## config.mk

```make
export PLATFORM = sky130hd
export DESIGN_NAME = dse_out_serializer
export DESIGN_NICKNAME = d
export VERILOG_FILES = /design/src/rtl/dse_out_serializer.sv
export SDC_FILE = /design/constraint.sdc
export NUM_CORES = 2
export LEC_CHECK = 0
export CAP_MARGIN = 20
export CORE_MARGIN = 5
export CORE_UTILIZATION = 63
export CTS_BUF_LIST = sky130_fd_sc_hd__clkbuf_8 sky130_fd_sc_hd__clkbuf_16
export DETAILED_ROUTE_END_ITERATION = 8
export DONT_BUFFER_PORTS = 1
export GPL_TIMING_DRIVEN = 0
export PLACE_DENSITY = 0.76
export SLEW_MARGIN = 20
export SYNTH_ARGS = -nofsm -noshare
export SYNTH_HDL_FRONTEND = slang
export SYNTH_SLANG_ARGS = --single-unit
```

## constraint.sdc

```tcl
create_clock -name clock -period 38.3 [get_ports clock]
set_input_delay 3.83 -clock clock [delete_from_list [all_inputs] [get_ports clock]]
set_output_delay 3.83 -clock clock [all_outputs]
set_load 0.05 [all_outputs]
```

## src/rtl/dse_out_serializer.sv

```systemverilog
// dse_out_serializer: buffers wide DSE endpoint records and streams them LSB-first as BEAT_WIDTH beats.
// Optional build macro DSE_OUT_HEADER_EN prefixes every record with a {16'hD5E0, 16'h0, seq} header beat.
module dse_out_serializer #(
  parameter int IN_WIDTH   = 256,
  parameter int BEAT_WIDTH = 64,
  parameter int DEPTH      = 8
) (
  input  logic                    clock,
  input  logic                    reset,
  input  logic                    in_enable,
  input  logic [IN_WIDTH-1:0]     in_data,
  output logic                    out_valid,
  input  logic                    out_ready,
  output logic [BEAT_WIDTH-1:0]   out_data,
  output logic                    out_last,
  output logic [$clog2(DEPTH):0]  fifo_count,
  output logic [31:0]             drop_count,
  output logic                    busy
);

`ifdef DSE_OUT_HEADER_EN
  localparam int HDR = 1;
`else
  localparam int HDR = 0;
`endif
  localparam int NBEATS = (IN_WIDTH + BEAT_WIDTH - 1) / BEAT_WIDTH;
  localparam int TOTAL  = NBEATS + HDR;
  localparam int IDX_W  = $clog2(TOTAL + 1);
  localparam int PTR_W  = $clog2(DEPTH);
  localparam int CNT_W  = PTR_W + 1;
  localparam logic [IDX_W-1:0] LAST_IDX = IDX_W'(TOTAL - 1);
  localparam logic [CNT_W-1:0] FULL     = CNT_W'(DEPTH);

  typedef enum logic {IDLE, SEND} state_t;

  state_t               state_q, state_d;
  logic [IDX_W-1:0]     beat_q, beat_d;
  logic [PTR_W-1:0]     wr_ptr_q, rd_ptr_q, rd_ptr_d;
  logic [CNT_W-1:0]     count_q, count_d;
  logic [31:0]          drop_q;
  logic [IN_WIDTH-1:0]  mem [DEPTH];
  logic [IN_WIDTH-1:0]  rd_data_q, byp_data_q, head;
  logic                 bypass_q;
  logic                 hs, last_hs, push, pop;

  logic [NBEATS*BEAT_WIDTH-1:0] head_ext;
  logic [BEAT_WIDTH-1:0]        beats [2**IDX_W];
  logic [BEAT_WIDTH-1:0]        beat_sel;
  logic [IDX_W-1:0]             data_idx;

  // The RAM read is registered; a record written into the slot being read lands via the bypass.
  assign head = bypass_q ? byp_data_q : rd_data_q;

  always_comb begin
    head_ext = '0;
    head_ext[IN_WIDTH-1:0] = head;
  end

  for (genvar gi = 0; gi < 2**IDX_W; gi++) begin : g_beat
    if (gi < NBEATS) begin : g_data
      assign beats[gi] = head_ext[gi*BEAT_WIDTH +: BEAT_WIDTH];
    end else begin : g_pad
      assign beats[gi] = '0;
    end
  end

`ifdef DSE_OUT_HEADER_EN
  logic [31:0]           seq_q;
  logic [63:0]           hdr_raw;
  logic [BEAT_WIDTH-1:0] hdr_beat;

  assign hdr_raw = {16'hD5E0, 16'h0000, seq_q};
  if (BEAT_WIDTH >= 64) begin : g_hdr_ext
    always_comb begin
      hdr_beat = '0;
      hdr_beat[63:0] = hdr_raw;
    end
  end else begin : g_hdr_trunc
    assign hdr_beat = hdr_raw[BEAT_WIDTH-1:0];
  end

  assign data_idx = beat_q - IDX_W'(1);
  assign beat_sel = (beat_q == '0) ? hdr_beat : beats[data_idx];

  always_ff @(posedge clock) begin
    if (reset) begin
      seq_q <= '0;
    end else if (hs && (beat_q == '0)) begin
      seq_q <= seq_q + 32'd1;
    end
  end
`else
  assign data_idx = beat_q;
  assign beat_sel = beats[data_idx];
`endif

  assign out_valid  = (state_q == SEND);
  assign out_last   = out_valid && (beat_q == LAST_IDX);
  assign out_data   = out_valid ? beat_sel : '0;
  assign hs         = out_valid && out_ready;
  assign last_hs    = hs && (beat_q == LAST_IDX);
  assign pop        = last_hs;
  // A full FIFO still takes a record when the head's final beat leaves in the same cycle.
  assign push       = in_enable && ((count_q < FULL) || last_hs);
  assign fifo_count = count_q;
  assign drop_count = drop_q;
  assign busy       = (count_q != '0);

  always_comb begin
    state_d  = state_q;
    beat_d   = beat_q;
    count_d  = count_q + CNT_W'(push) - CNT_W'(pop);
    rd_ptr_d = pop ? rd_ptr_q + PTR_W'(1) : rd_ptr_q;
    case (state_q)
      IDLE: begin
        if (count_q != '0) begin
          state_d = SEND;
          beat_d  = '0;
        end
      end
      SEND: begin
        if (last_hs) begin
          beat_d = '0;
          if (count_d == '0) state_d = IDLE;
        end else if (hs) begin
          beat_d = beat_q + IDX_W'(1);
        end
      end
      default: state_d = IDLE;
    endcase
  end

  always_ff @(posedge clock) begin
    if (reset) begin
      state_q  <= IDLE;
      beat_q   <= '0;
      wr_ptr_q <= '0;
      rd_ptr_q <= '0;
      count_q  <= '0;
      drop_q   <= '0;
      bypass_q <= 1'b0;
    end else begin
      state_q  <= state_d;
      beat_q   <= beat_d;
      rd_ptr_q <= rd_ptr_d;
      count_q  <= count_d;
      bypass_q <= push && (wr_ptr_q == rd_ptr_d);
      if (push) wr_ptr_q <= wr_ptr_q + PTR_W'(1);
      if (in_enable && !push && (drop_q != 32'hFFFF_FFFF)) drop_q <= drop_q + 32'd1;
    end
  end

  always_ff @(posedge clock) begin
    if (push) mem[wr_ptr_q] <= in_data;
    rd_data_q  <= mem[rd_ptr_d];
    byp_data_q <= in_data;
  end

endmodule

```

==> qor.yml <==
global_routing:
  grt_usage: 0.320
  grt_max_degree: 24
  overflow: 0
  grt_pass1_vias: 51400
  grt_pass1_wl_um: 358000
  antenna_found_initial: 8
timing:
  slew_headroom: 0.168
  fin_crit_ns: 8.32
  fin_crit_sh: 0.217
  slew_viol_final: 0
  finalClockSkew_ns: 0.0245
  rsz0062_at_grt: "no"
  max_freq_mhz: 120
  hold_viol: 0
  holdWs_ns: 0.533
  tightestPinTransition_ns: 1.25
  setup_viol: 0
setup_path:
  worstPathArrival_ns: 4.49
  crit_fanout: 10
  crit_slowest_cell: "buf_1"
  cp_cell_sequence: "clkbuf_1 -> buf_1 -> mux2i_1 -> nor2_1"
  worst-setup-path-type: "register to output port"
  rrSetupSlack_ns: 33.01
  r2r-start: "out_valid"
  cp-end-kind: "output port"
  cp-start-kind: "register"
  worstPathRequired_ns: 34.47
  critical_path.max_stage_delay_ns: 0.93
  rr_endpoint: "mem[0][241]"
  r2r_cells: 13
cts:
  htreeDepth: 4
  cts_tree: "built"
  clkTransAtPathRegs_ns: 0.07
  cts_buffers: 234
  post_cts_buffers: 0
  cts_root_buf: "clkbuf_16"
  clock_latency_ns: 0.85
  clock_path_buffers: 3
  clkSinkCount: 2607
  cts_hold_buf: 0
  postCtsResizedCells: 0
detailed_routing:
  viasPerCell: 6.98
  routed_wl_um: 249000
  vias: 51100
  ant_nets: 0
  drc: 0
  first_pass_iters: 5
  avgRoutedWirePerCell_um: 34.0
  drt_iter0_drc: 7014
yosys:
  synth_edf_count: 2048
  yosysWarnings: 0
  ys_types: 50
  ys_async_sr_fraction: 0
  synth_area_um2: 92700
  synth_top_area_cell: "edfxtp_1"
  synth_top_area_frac: 0.663
  yosys-top-cells-area: "edfxtp_1, dfxtp_1, mux4_2"
  synth_ff_type: "edfxtp_1"
  avgSynthCellArea_um2: 19.7
  syn_inst: 4712
  synth_fp_nets: 4982
  synth-seq-cells: 2607
  yosysSeqAreaShare: 0.784
placed_design:
  place_area_um2: 97800
  globalplace.congestion: 0.884
  dp_hpwl_um: 171000
  io_buffer_count: 0
worst_hold_path:
  hold_path_class: "register to register"
  hold_path_depth: 1
  min-delay-start: "beat_q[2]"
  hold_end: "beat_q[2]"
finish:
  fillerInstances: 8333
  seqCellArea_um2: 72700
  final_common_cell: "edfxtp_1"
  final_nets: 5467
  multi_input_area_um2: 18700
  finalCoreUtilization: 0.725
  stdcell_area_um2: 106000
  area_growth_pct: 14.1
  drive_above_1_share: 0.208
  layout_common_cells: "edfxtp_1, dfxtp_1, a221oi_1"
floorplanning:
  die_w_um: 394
  dieArea_um2: 155000
  initial_core_util: 0.635
  core_um2: 146000
  rows: 140
  io-pin-count: 363
  die_h_um: 394
flow_run:
  cap_violations: 0
power_and_ir_drop:
  p_leak_nw: 35.8
  power_density_nw_per_um2: 58.4
  ir_drop_uv: 60.0
outcome:
  status: "finished, final reports clean"
==> report_power, final <==
part	total (mW)	switching (mW)	internal, mW
Sequential	3.29	0.0551	3.23
Clock	2.36	1.01	1.35
Combinational	0.531	0.356	0.175
Total	6.18	1.42	4.76
==> layer usage <==
| layer | GRT usage | routed length [um] |
|---|---|---|
| met2 | 0.485 | 115000 |
| met1 | 0.423 | 86100 |
| met4 | 0.142 | 13100 |
| met5 | 0 | 0 |
| met3 | 0.118 | 34700 |
==> sequential cells by signal (all words and copies together), names as in the netlist <==
signal and count:
beat_q 3, byp_data_q 256, bypass_q 1, drop_count 32, fifo_count 4, mem 2048
out_valid 1, rd_data_q 256, rd_ptr_q 3, wr_ptr_q 3
==> worst max-delay path: cells and delay by family (launching register included) <==
kind | cells | cell delay [ns]
buf+inv | 2 | 1.84
simple gates | 1 | 0.84
mux | 1 | 0.57
flops | 1 | 0.37
==> cells by family after synthesis <==
logic type	count (synthesis)	share of synthesized area
flops	2607	0.784
simple gates	443	0.0237
xor+xnor	15	0.00158
fa+ha+maj	10	0.00143
compound gates	831	0.0731
buf+inv	352	0.0154
mux	454	0.101
==> synth_stat cells, types with 2 or more instances <==
master	instances
edfxtp_1	2048
dfxtp_1	559
a221oi_1	512
mux4_2	384
nor3_1	264
a21o_1	257
clkbuf_1	228
nor2_1	91
buf_2	74
mux2i_1	68
buf_1	32
a21oi_1	30
nand2_1	18
nand3_1	17
o21ai_0	16
or3_1	16
inv_1	14
ha_1	9
o31ai_1	8
nand4_1	7
or4_1	7
xnor2_1	7
xor2_1	6
nand2b_1	5
nor2b_1	4
and4_1	2
buf_4	2
mux2_2	2
nand4_2	2
nor4_1	2
xnor2_2	2
==> metrics by stage <==
step	instances	power, mW	setup WS, ns	TNS (ns)
CTS	7318	6.18	30.11	0
global placement	6629	3.97	-11.98	-4428.46
floorplan	4712	3.73	8.22	0
detailed placement	6878	3.86	30.48	0
finish	7324	6.18	29.98	0
global route	7319	6.34	29.92	0
==> how the worst max path moves through the flow <==
| stage | cells past startpoint | slack (ns) | endpoint | start |
|---|---|---|---|---|
| 5_1_grt | 6 | 29.92 | out_data[31] | beat_q[0] |
| 3_3_place_gp | 4 | -11.98 | mem[0][239] | out_ready |
| 2_1_floorplan | 4 | 8.22 | mem[0][0] | out_ready |
| 6_report | 4 | 29.98 | out_data[32] | beat_q[1] |
| 3_5_place_dp | 12 | 30.48 | mem[0][239] | out_ready |
| 4_1_cts | 6 | 30.11 | out_data[33] | beat_q[0] |
==> area by class of cell <==
| type | instances | share of cell area |
|---|---|---|
| clock buffers | 289 | 0.0636 |
| plain buffers | 337 | 0.0132 |
| flip-flops and latches | 2607 | 0.687 |
| multi-input cells | 1753 | 0.177 |
| clock inverters | 151 | 0.0109 |
| diodes | 6 | 0.000142 |
| repair buffers | 249 | 0.0248 |
| well taps | 1917 | 0.0227 |
| inverters | 15 | 0.000532 |
No activity file was read; power rests on OpenSTA's default activity.
